===== src/rtl/vdp_init_sequencer.sv =====
// Script-driven bus master for VDP bring-up: replays ROM entries as interlocked
// SEL/DTACK_N cycles (register/data writes, status reads, delays).
module vdp_init_sequencer #(
    parameter int ADDR_W  = 8,
    parameter int TIMEOUT = 4095
) (
    input  logic              CLK100MHZ,
    input  logic              CPU_RESETN,
    input  logic              start,
    output logic              busy,
    output logic              done,
    output logic              error,
    output logic [ADDR_W-1:0] rom_addr,
    input  logic [23:0]       rom_data,
    output logic              SEL,
    output logic [3:0]        A,
    output logic              RNW,
    output logic              UDS_N,
    output logic              LDS_N,
    output logic [15:0]       DI,
    input  logic [15:0]       DO,
    input  logic              DTACK_N,
    output logic [15:0]       status
);

    localparam int TO_W = ($clog2(TIMEOUT + 1) > 12) ? $clog2(TIMEOUT + 1) : 12;
    localparam logic [TO_W-1:0]   TO_LAST   = TO_W'(TIMEOUT - 1);
    localparam logic [ADDR_W-1:0] ADDR_LAST = '1;

    localparam logic [1:0] OP_WRITE = 2'b00;
    localparam logic [1:0] OP_READ  = 2'b01;
    localparam logic [1:0] OP_DELAY = 2'b10;
    localparam logic [1:0] OP_END   = 2'b11;

    // BUS_REQ holds SEL until ack; BUS_REL waits for DTACK_N to return high.
    typedef enum logic [3:0] {
        S_IDLE,
        S_FETCH,
        S_DECODE,
        S_BUS_REQ,
        S_BUS_REL,
        S_DELAY,
        S_NEXT,
        S_DONE,
        S_ERR
    } state_t;

    state_t            state, state_nxt;
    logic [ADDR_W-1:0] addr_nxt;
    logic              sel_nxt, rnw_nxt, uds_nxt, lds_nxt;
    logic [3:0]        a_nxt;
    logic [15:0]       di_nxt, status_nxt;
    logic              busy_nxt, done_nxt, error_nxt;
    logic [15:0]       dly_cnt, dly_nxt;
    logic [TO_W-1:0]   to_cnt, to_nxt;
    logic              dtack_meta, dtack_sync;

    logic [1:0]  op;
    logic [1:0]  be;
    logic [15:0] payload;

    assign op      = rom_data[23:22];
    assign be      = (rom_data[21:20] == 2'b00) ? 2'b11 : rom_data[21:20];
    assign payload = rom_data[15:0];

    always_comb begin
        state_nxt  = state;
        addr_nxt   = rom_addr;
        sel_nxt    = SEL;
        a_nxt      = A;
        rnw_nxt    = RNW;
        uds_nxt    = UDS_N;
        lds_nxt    = LDS_N;
        di_nxt     = DI;
        busy_nxt   = busy;
        done_nxt   = done;
        error_nxt  = error;
        status_nxt = status;
        dly_nxt    = dly_cnt;
        to_nxt     = to_cnt;

        case (state)
            S_IDLE, S_DONE, S_ERR: begin
                if (start) begin
                    state_nxt = S_FETCH;
                    addr_nxt  = '0;
                    busy_nxt  = 1'b1;
                    done_nxt  = 1'b0;
                    error_nxt = 1'b0;
                end
            end

            S_FETCH: state_nxt = S_DECODE;

            S_DECODE: begin
                case (op)
                    OP_WRITE, OP_READ: begin
                        state_nxt = S_BUS_REQ;
                        sel_nxt   = 1'b1;
                        a_nxt     = rom_data[19:16];
                        di_nxt    = payload;
                        rnw_nxt   = (op == OP_READ);
                        uds_nxt   = ~be[1];
                        lds_nxt   = ~be[0];
                        to_nxt    = '0;
                    end
                    OP_DELAY: begin
                        if (payload == 16'd0) begin
                            state_nxt = S_NEXT;
                        end else begin
                            state_nxt = S_DELAY;
                            dly_nxt   = payload;
                        end
                    end
                    default: begin
                        state_nxt = S_DONE;
                        done_nxt  = 1'b1;
                        busy_nxt  = 1'b0;
                    end
                endcase
            end

            S_BUS_REQ: begin
                if (!dtack_sync) begin
                    if (RNW) begin
                        status_nxt = DO;
                    end
                    state_nxt = S_BUS_REL;
                    sel_nxt   = 1'b0;
                    rnw_nxt   = 1'b1;
                    uds_nxt   = 1'b1;
                    lds_nxt   = 1'b1;
                    to_nxt    = '0;
                end else if (to_cnt == TO_LAST) begin
                    state_nxt = S_ERR;
                    sel_nxt   = 1'b0;
                    rnw_nxt   = 1'b1;
                    uds_nxt   = 1'b1;
                    lds_nxt   = 1'b1;
                    busy_nxt  = 1'b0;
                    error_nxt = 1'b1;
                end else begin
                    to_nxt = to_cnt + 1'b1;
                end
            end

            S_BUS_REL: begin
                if (dtack_sync) begin
                    state_nxt = S_NEXT;
                end else if (to_cnt == TO_LAST) begin
                    state_nxt = S_ERR;
                    busy_nxt  = 1'b0;
                    error_nxt = 1'b1;
                end else begin
                    to_nxt = to_cnt + 1'b1;
                end
            end

            S_DELAY: begin
                if (dly_cnt == 16'd1) begin
                    state_nxt = S_NEXT;
                end else begin
                    dly_nxt = dly_cnt - 16'd1;
                end
            end

            S_NEXT: begin
                // Running off the end of the ROM is an error; the address never wraps.
                if (rom_addr == ADDR_LAST) begin
                    state_nxt = S_DONE;
                    done_nxt  = 1'b1;
                    error_nxt = 1'b1;
                    busy_nxt  = 1'b0;
                end else begin
                    state_nxt = S_FETCH;
                    addr_nxt  = rom_addr + 1'b1;
                end
            end

            default: state_nxt = S_IDLE;
        endcase
    end

    always_ff @(posedge CLK100MHZ or negedge CPU_RESETN) begin
        if (!CPU_RESETN) begin
            state      <= S_IDLE;
            rom_addr   <= '0;
            SEL        <= 1'b0;
            A          <= 4'd0;
            RNW        <= 1'b1;
            UDS_N      <= 1'b1;
            LDS_N      <= 1'b1;
            DI         <= 16'd0;
            busy       <= 1'b0;
            done       <= 1'b0;
            error      <= 1'b0;
            status     <= 16'd0;
            dly_cnt    <= 16'd0;
            to_cnt     <= '0;
            dtack_meta <= 1'b1;
            dtack_sync <= 1'b1;
        end else begin
            state      <= state_nxt;
            rom_addr   <= addr_nxt;
            SEL        <= sel_nxt;
            A          <= a_nxt;
            RNW        <= rnw_nxt;
            UDS_N      <= uds_nxt;
            LDS_N      <= lds_nxt;
            DI         <= di_nxt;
            busy       <= busy_nxt;
            done       <= done_nxt;
            error      <= error_nxt;
            status     <= status_nxt;
            dly_cnt    <= dly_nxt;
            to_cnt     <= to_nxt;
            dtack_meta <= DTACK_N;
            dtack_sync <= dtack_meta;
        end
    end

endmodule


===== config.mk =====
export PLATFORM = sky130hd
export DESIGN_NAME = vdp_init_sequencer
export DESIGN_NICKNAME = d
export VERILOG_FILES = /design/src/rtl/vdp_init_sequencer.sv
export SDC_FILE = /design/constraint.sdc
export NUM_CORES = 1
export LEC_CHECK = 0
export BUFFER_PORTS_ARGS = -buffer_cell sky130_fd_sc_hd__buf_2
export CAP_MARGIN = 20
export CELL_PAD_IN_SITES_DETAIL_PLACEMENT = 1
export CELL_PAD_IN_SITES_GLOBAL_PLACEMENT = 1
export CORE_MARGIN = 1
export CORE_UTILIZATION = 45
export CTS_CLUSTER_DIAMETER = 50
export DETAILED_ROUTE_END_ITERATION = 10
export GPL_ROUTABILITY_DRIVEN = 0
export PLACE_DENSITY = 0.87
export SYNTH_ARGS = -nofsm -noshare
export SYNTH_HDL_FRONTEND = slang
export SYNTH_SLANG_ARGS = --single-unit
export TNS_END_PERCENT = 100

===== constraint.sdc =====
create_clock -name CLK100MHZ -period 5.1 [get_ports CLK100MHZ]
set_input_delay 0.765 -clock CLK100MHZ [delete_from_list [all_inputs] [get_ports CLK100MHZ]]
set_output_delay 0.765 -clock CLK100MHZ [all_outputs]
set_load 0.01 [all_outputs]

==> results of run 1 <==
-- power by group through the flow --
stage / logic [mW] / clock network, mW / registers, mW
final: 1.20 / 0.535 / 1.20
after global routing: 1.32 / 0.569 / 1.24
after CTS: 1.19 / 0.545 / 1.20
after detailed placement: 1.19 / 0 / 1.20
after global placement: 1.12 / 0 / 1.18
after floorplan: 0.756 / 0 / 1.20
-- layer usage --
layer / vias up / track usage (%) / wire length (µm)
li1: 1787 / - / -
met1: 1934 / 32.7 / 5450
met2: 127 / 41.1 / 5810
met3: 24 / 4.44 / 632
met4: 0 / 9.03 / 229
met5: - / 0 / 0
-- cells by family (layout without fill, tap and decap cells) --
group           after synthesis  count (layout)
xor+xnor                      6               6
simple gates                146             146
mux                          37              37
buf+inv                      32             125
compound gates              118             118
fa+ha+maj                     5               5
flops                        85              85
-- worst max-delay path by stage --
| stage | start | end | slack, ns | cells past startpoint |
|---|---|---|---|---|
| after floorplan | state[0]$_DFFE_PN0P_ | A[2]$_DFFE_PN0P_ | 2.85 | 6 |
| after global routing | dly_cnt[5]$_DFFE_PN0P_ | dly_cnt[1]$_DFFE_PN0P_ | 2.01 | 5 |
| after detailed placement | state[1]$_DFFE_PN0P_ | DI[5]$_DFFE_PN0P_ | 2.14 | 3 |
| after CTS | state[1]$_DFFE_PN0P_ | DI[1]$_DFFE_PN0P_ | 2.13 | 3 |
| after global placement | state[1]$_DFFE_PN0P_ | DI[6]$_DFFE_PN0P_ | 2.22 | 3 |
| final | dly_cnt[13]$_DFFE_PN0P_ | dly_cnt[1]$_DFFE_PN0P_ | 2.23 | 5 |
-- Yosys cell counts, drive strengths merged, types with 11 or more instances --
| cell type | instances |
|---|---|
| inv | 11 |
| mux2 | 36 |
| o21ai | 26 |
| nor4 | 11 |
| clkbuf | 14 |
| nor3 | 12 |
| nand3 | 14 |
| a21oi | 29 |
| dfrtp | 80 |
| nand2 | 31 |
| nor2 | 29 |
| a31oi | 13 |
-- critical path: stages, from the launching register on --
cell	delay, ns
dfrtp_1	0.42
nor4_1	0.74
nand4_1	0.30
a21oi_1	0.81
nor2_2	0.25
o21ai_0	0.25
-- final cells by class --
cell class                      count  area (µm²)  area share (%)
Sequential cell                    85        2130            41.1
Multi-Input combinational cell    312        2110            40.6
Timing Repair Buffer               98         531            10.2
Tap cell                          129         161            3.11
Clock buffer                        9         124            2.38
Clock inverter                      7        97.6            1.88
Inverter                           11        41.3           0.795
-- through the flow --
step	instance area, µm²	std cells	hold slack, ns
5_1_grt	5200	651	0.373
6_report	5200	651	0.365
3_3_place_gp	4920	632	0.347
2_1_floorplan	4360	429	0.345
3_5_place_dp	4920	632	0.354
4_1_cts	5150	648	0.367
-- sequential cells by signal (all words and copies together), names as in the netlist --
name,cells
A,4
DI,16
LDS_N,1
RNW,1
SEL,1
UDS_N,1
busy,1
dly_cnt,16
done,1
dtack_meta,1
dtack_sync,1
error,1
rom_addr,8
state,4
status,16
to_cnt,12
==> impl_metrics.yaml, run 1 <==
power:
  ir_drop_mv: 0.292
  intPower_mw: 1.77
  switchingPower_mw: 1.17
  p_leak_nw: 2.23
  share_comb_of_total_power_pct: 40.9
  p_sw_share_pct: 39.7
  pwr-share-seq_pct: 40.9
  pwr-share-clk_pct: 18.2
  totalPowerFinal_mw: 2.94
  p_per_area_nw_per_um2: 565
synthesis:
  syn_inst: 429
  ys_async_sr_fraction_pct: 100
  ys_ff_latch: 85
  synth_xor_area_share_pct: 1.20
  synth_adder_area_share_pct: 1.43
  ys_types: 61
  synth_nets: 478
  yosys.area_share.simple_pct: 18.1
  avgSynthCellArea_um2: 10.2
  yosys-top-cells-area: "dfrtp_1, mux2_2, a21oi_1"
  synthesis.area_um2: 4360
  synth-compound-area-share_pct: 17.7
  synth_area_leader_cell: "dfrtp_1"
  yosysTopAreaCellShare_pct: 45.9
  synth_top_family_by_area: "simple AND/OR/NAND/NOR gates"
  ys_seq_area_share_pct: 48.9
  ys.warnings.count: 0
  ys.flop_type: "dfrtp_1"
  synth-edff-count: 0
  synth.area.mux_share_pct: 9.52
clock_network:
  cts_hold_buffers: 0
  path_clk_slew_ns: 0.08
  cts_tree: "yes"
  cts_buffers: 9
  post-cts-setup-buffers: 0
  clock_sinks: 85
  cts_resized: 0
  clockBufferDepth: 2
  clock_latency_ns: 0.36
  cts_htree_levels: 3
  cts_root_buf: "clkbuf_8"
detailed_routing:
  drt-pass1-iter-count: 4
  drtAntennaViolNets: 0
  avgRoutedWirePerCell_um: 18.6
  vias: 3872
  drt-vias-per-instance: 5.95
  drtIter0Drc: 222
  drt-total-wl_um: 12100
  route.detailed.drc: 0
job:
  drv_cap: 0
worst_setup_path:
  arrival_ns: 3.13
  cp-start-kind: "flip-flop"
  timing.rr.start: "dly_cnt[13]$_DFFE_PN0P_"
  r2r_cells: 5
  critPathCaptureType: "flip-flop"
  r2r_slack_ns: 2.23
  path_class: "flip-flop to flip-flop"
  cp.required_ns: 5.36
  r2r_end: "dly_cnt[1]$_DFFE_PN0P_"
  crit_fanout: 9
finish:
  fillCellCount: 1073
  layout_commonest_cell: "buf_2"
  final_cell_mix: "buf_2, dfrtp_1, mux2_2, nand2_1, a21oi_1"
  fin_util_pct: 55.7
  drive_gt1_share_pct: 32.0
  nNetsFinal: 566
  syn_to_final_growth_pct: 19.1
  num_antenna_cells: 0
floorplanning:
  die_h_um: 100
  initial_core_util_pct: 46.8
  core_um2: 9330
  rows: 35
  pin_count: 95
  die_area_um2: 10100
  die_w_um: 100
timing:
  maxSlewViolCount: 0
  finalSetupViolCount: 0
  finClkSkew_ns: 0.0126
  finalCriticalPeriod_ns: 2.87
  relSlewSlack_pct: 36.5
  worstMarginPinSlew_ns: 0.944
  fmax_mhz: 348
  rsz0062_at_grt: "no"
  fin_crit_sh_pct: 56.3
  finalWorstSetupSlack_ns: 2.23
  finalSetupTns_ns: 0
  hold_viol: 0
global_routing:
  grt_max_degree: 86
  grtUsageTotal_pct: 24.8
  gr-total-overflow: 0
  grt_pass1_wl_um: 19600
  antenna_found_initial: 0
  grt_pass1_vias: 4053
placed_design:
  numPortBuffers: 94
  pre_cts_ws_ns: 2.14
  hpwl_um: 8530
worst_hold_path:
  worst_hold_path.endpoint: "dtack_sync$_DFF_PN1_"
  whs_path_depth: 0
  hold_start: "dtack_meta$_DFF_PN1_"
  min_path_type: "flip-flop to flip-flop"
run_status:
  outcome: "finished, final reports clean"
No activity file was read; power rests on OpenSTA's default activity.
==> run 2, diff against run 1 <==
--- a/config.mk
+++ b/config.mk
@@ -10,11 +10,11 @@
 export CELL_PAD_IN_SITES_DETAIL_PLACEMENT = 1
 export CELL_PAD_IN_SITES_GLOBAL_PLACEMENT = 1
 export CORE_MARGIN = 1
-export CORE_UTILIZATION = 45
+export CORE_UTILIZATION = 38
 export CTS_CLUSTER_DIAMETER = 50
 export DETAILED_ROUTE_END_ITERATION = 10
 export GPL_ROUTABILITY_DRIVEN = 0
-export PLACE_DENSITY = 0.87
+export PLACE_DENSITY = 0.78
 export SYNTH_ARGS = -nofsm -noshare
 export SYNTH_HDL_FRONTEND = slang
 export SYNTH_SLANG_ARGS = --single-unit
==> constraint.sdc (replaced) <==
create_clock -name CLK100MHZ -period 2.6 [get_ports CLK100MHZ]
set_input_delay 0.39 -clock CLK100MHZ [delete_from_list [all_inputs] [get_ports CLK100MHZ]]
set_output_delay 0.39 -clock CLK100MHZ [all_outputs]
set_load 0.01 [all_outputs]
==> impl_metrics.yaml, run 2 (same netlist as run 1, synthesis figures left out) <==
timing:
  fmax_mhz: 429
  hold_viol: 0
  fin_crit_sh_pct: 89.7
  finClkSkew_ns: 0.00613
  rsz0062_at_grt: "no"
  worstMarginPinSlew_ns: 0.651
  finalSetupViolCount: 0
  maxSlewViolCount: 0
  relSlewSlack_pct: 56.4
  finalSetupTns_ns: 0
  finalCriticalPeriod_ns: 2.33
global_routing:
  antenna_found_initial: 0
  grt_pass1_wl_um: 20600
  grt_max_degree: 50
  grt_pass1_vias: 4042
  grtUsageTotal_pct: 22.4
  gr-total-overflow: 0
run_status:
  outcome: "finished, final reports clean"
clock_network:
  post-cts-setup-buffers: 0
  cts_tree: "yes"
  path_clk_slew_ns: 0.06
  cts_hold_buffers: 0
  cts_htree_levels: 3
  cts_root_buf: "clkbuf_16"
  clock_latency_ns: 0.34
  clockBufferDepth: 2
  cts_buffers: 9
  cts_resized: 0
  clock_sinks: 85
power:
  p_leak_nw: 2.38
  p_per_area_nw_per_um2: 1160
  pwr-share-clk_pct: 23.5
  ir_drop_mv: 0.580
  pwr-share-seq_pct: 36.2
  share_comb_of_total_power_pct: 40.2
  p_sw_share_pct: 36.7
  switchingPower_mw: 2.32
  intPower_mw: 3.99
detailed_routing:
  drt-vias-per-instance: 5.77
  drtIter0Drc: 268
  drt-pass1-iter-count: 4
  route.detailed.drc: 0
  avgRoutedWirePerCell_um: 18.2
  drt-total-wl_um: 12400
  vias: 3927
  drtAntennaViolNets: 0
finish:
  layout_commonest_cell: "buf_2"
  final_cell_mix: "buf_2, dfrtp_1, mux2_2, nand2_1, a21oi_1"
  num_antenna_cells: 0
  drive_gt1_share_pct: 34.0
  multi_input_area_um2: 2110
  seqCellArea_um2: 2130
  layout.cells.non_filler: 681
  nNetsFinal: 585
  fillCellCount: 1287
  syn_to_final_growth_pct: 24.8
  reg_top3: "DI x16, dly_cnt x16, status x16"
  final_area_um2: 5450
job:
  drv_cap: 0
floorplanning:
  die_w_um: 109
  die_h_um: 109
  core_um2: 11000
  initial_core_util_pct: 39.6
  pin_count: 95
  die_area_um2: 11900
  rows: 38
worst_hold_path:
  min_path_type: "primary input to asynchronous set/reset pin"
worst_setup_path:
  critPathCaptureType: "flip-flop"
  cp.required_ns: 2.80
  arrival_ns: 2.53
  cp-start-kind: "flip-flop"
  crit_fanout: 7
  path_class: "flip-flop to flip-flop"
placed_design:
  placed_cells: 665
  hpwl_um: 8960
  placed_area_um2: 5100
  numPortBuffers: 94
[run 2: power by group through the flow]
stage | clock network [mW] | registers (mW) | logic [mW]
after global placement | 0 | 2.25 | 2.43
after global routing | 1.57 | 2.36 | 2.80
after floorplan | 0 | 2.36 | 1.48
after CTS | 1.52 | 2.28 | 2.55
after detailed placement | 0 | 2.29 | 2.51
final | 1.48 | 2.28 | 2.54
[run 2: layout make-up]
cell class | instances | share of cell area (%)
Sequential cell | 85 | 39.2
Multi-Input combinational cell | 312 | 38.7
Timing Repair Buffer | 117 | 11.9
Clock buffer | 12 | 4.52
Tap cell | 140 | 3.22
Clock inverter | 4 | 1.79
Inverter | 11 | 0.758
[run 2: worst max-delay path, stage by stage (launching register included)]
cell and delay, ns:
dfrtp_1 0.43, or4b_2 0.79, nor2_1 0.19, a21oi_1 0.11, buf_4 0.21, o31ai_1 0.30
o21ai_0 0.15
[run 2: path summary, 6_finish.rpt]
path | endpoint | startpoint | slack (ns) | cells past startpoint
min | status[10]$_DFFE_PN0P_ | CPU_RESETN | 0.07 | 1
max | dly_cnt[13]$_DFFE_PN0P_ | state[2]$_DFFE_PN0P_ | 0.27 | 6
min reg2reg | dtack_sync$_DFF_PN1_ | dtack_meta$_DFF_PN1_ | 0.36 | 0
max in group asynchronous | LDS_N$_DFFE_PN1P_ | CPU_RESETN | 1.82 | 2
min in group CLK100MHZ | dtack_meta$_DFF_PN1_ | DTACK_N | 0.15 | 1
max reg2reg | dly_cnt[13]$_DFFE_PN0P_ | state[2]$_DFFE_PN0P_ | 0.27 | 6
[run 2: per-layer routing]
layer	part of all wire [%]	vias to the layer above	GRT usage, %
met5	0	-	0
met4	1.5	0	7.63
met3	5.3	17	5.50
met2	48	106	35.8
met1	46	1983	29.6
li1	-	1821	-
[run 2: through the flow]
stage                     worst slack [ns]  total power, mW  utilization, %  hold slack [ns]
final                                0.269             6.30            49.4           0.0727
after global routing                 0.128             6.73            49.4            0.118
after CTS                            0.261             6.35            49.4           0.0881
after detailed placement             0.369             4.81            46.3            0.348
after global placement               0.477             4.67            46.3            0.347
after floorplan                      0.347             3.84               -           0.0944
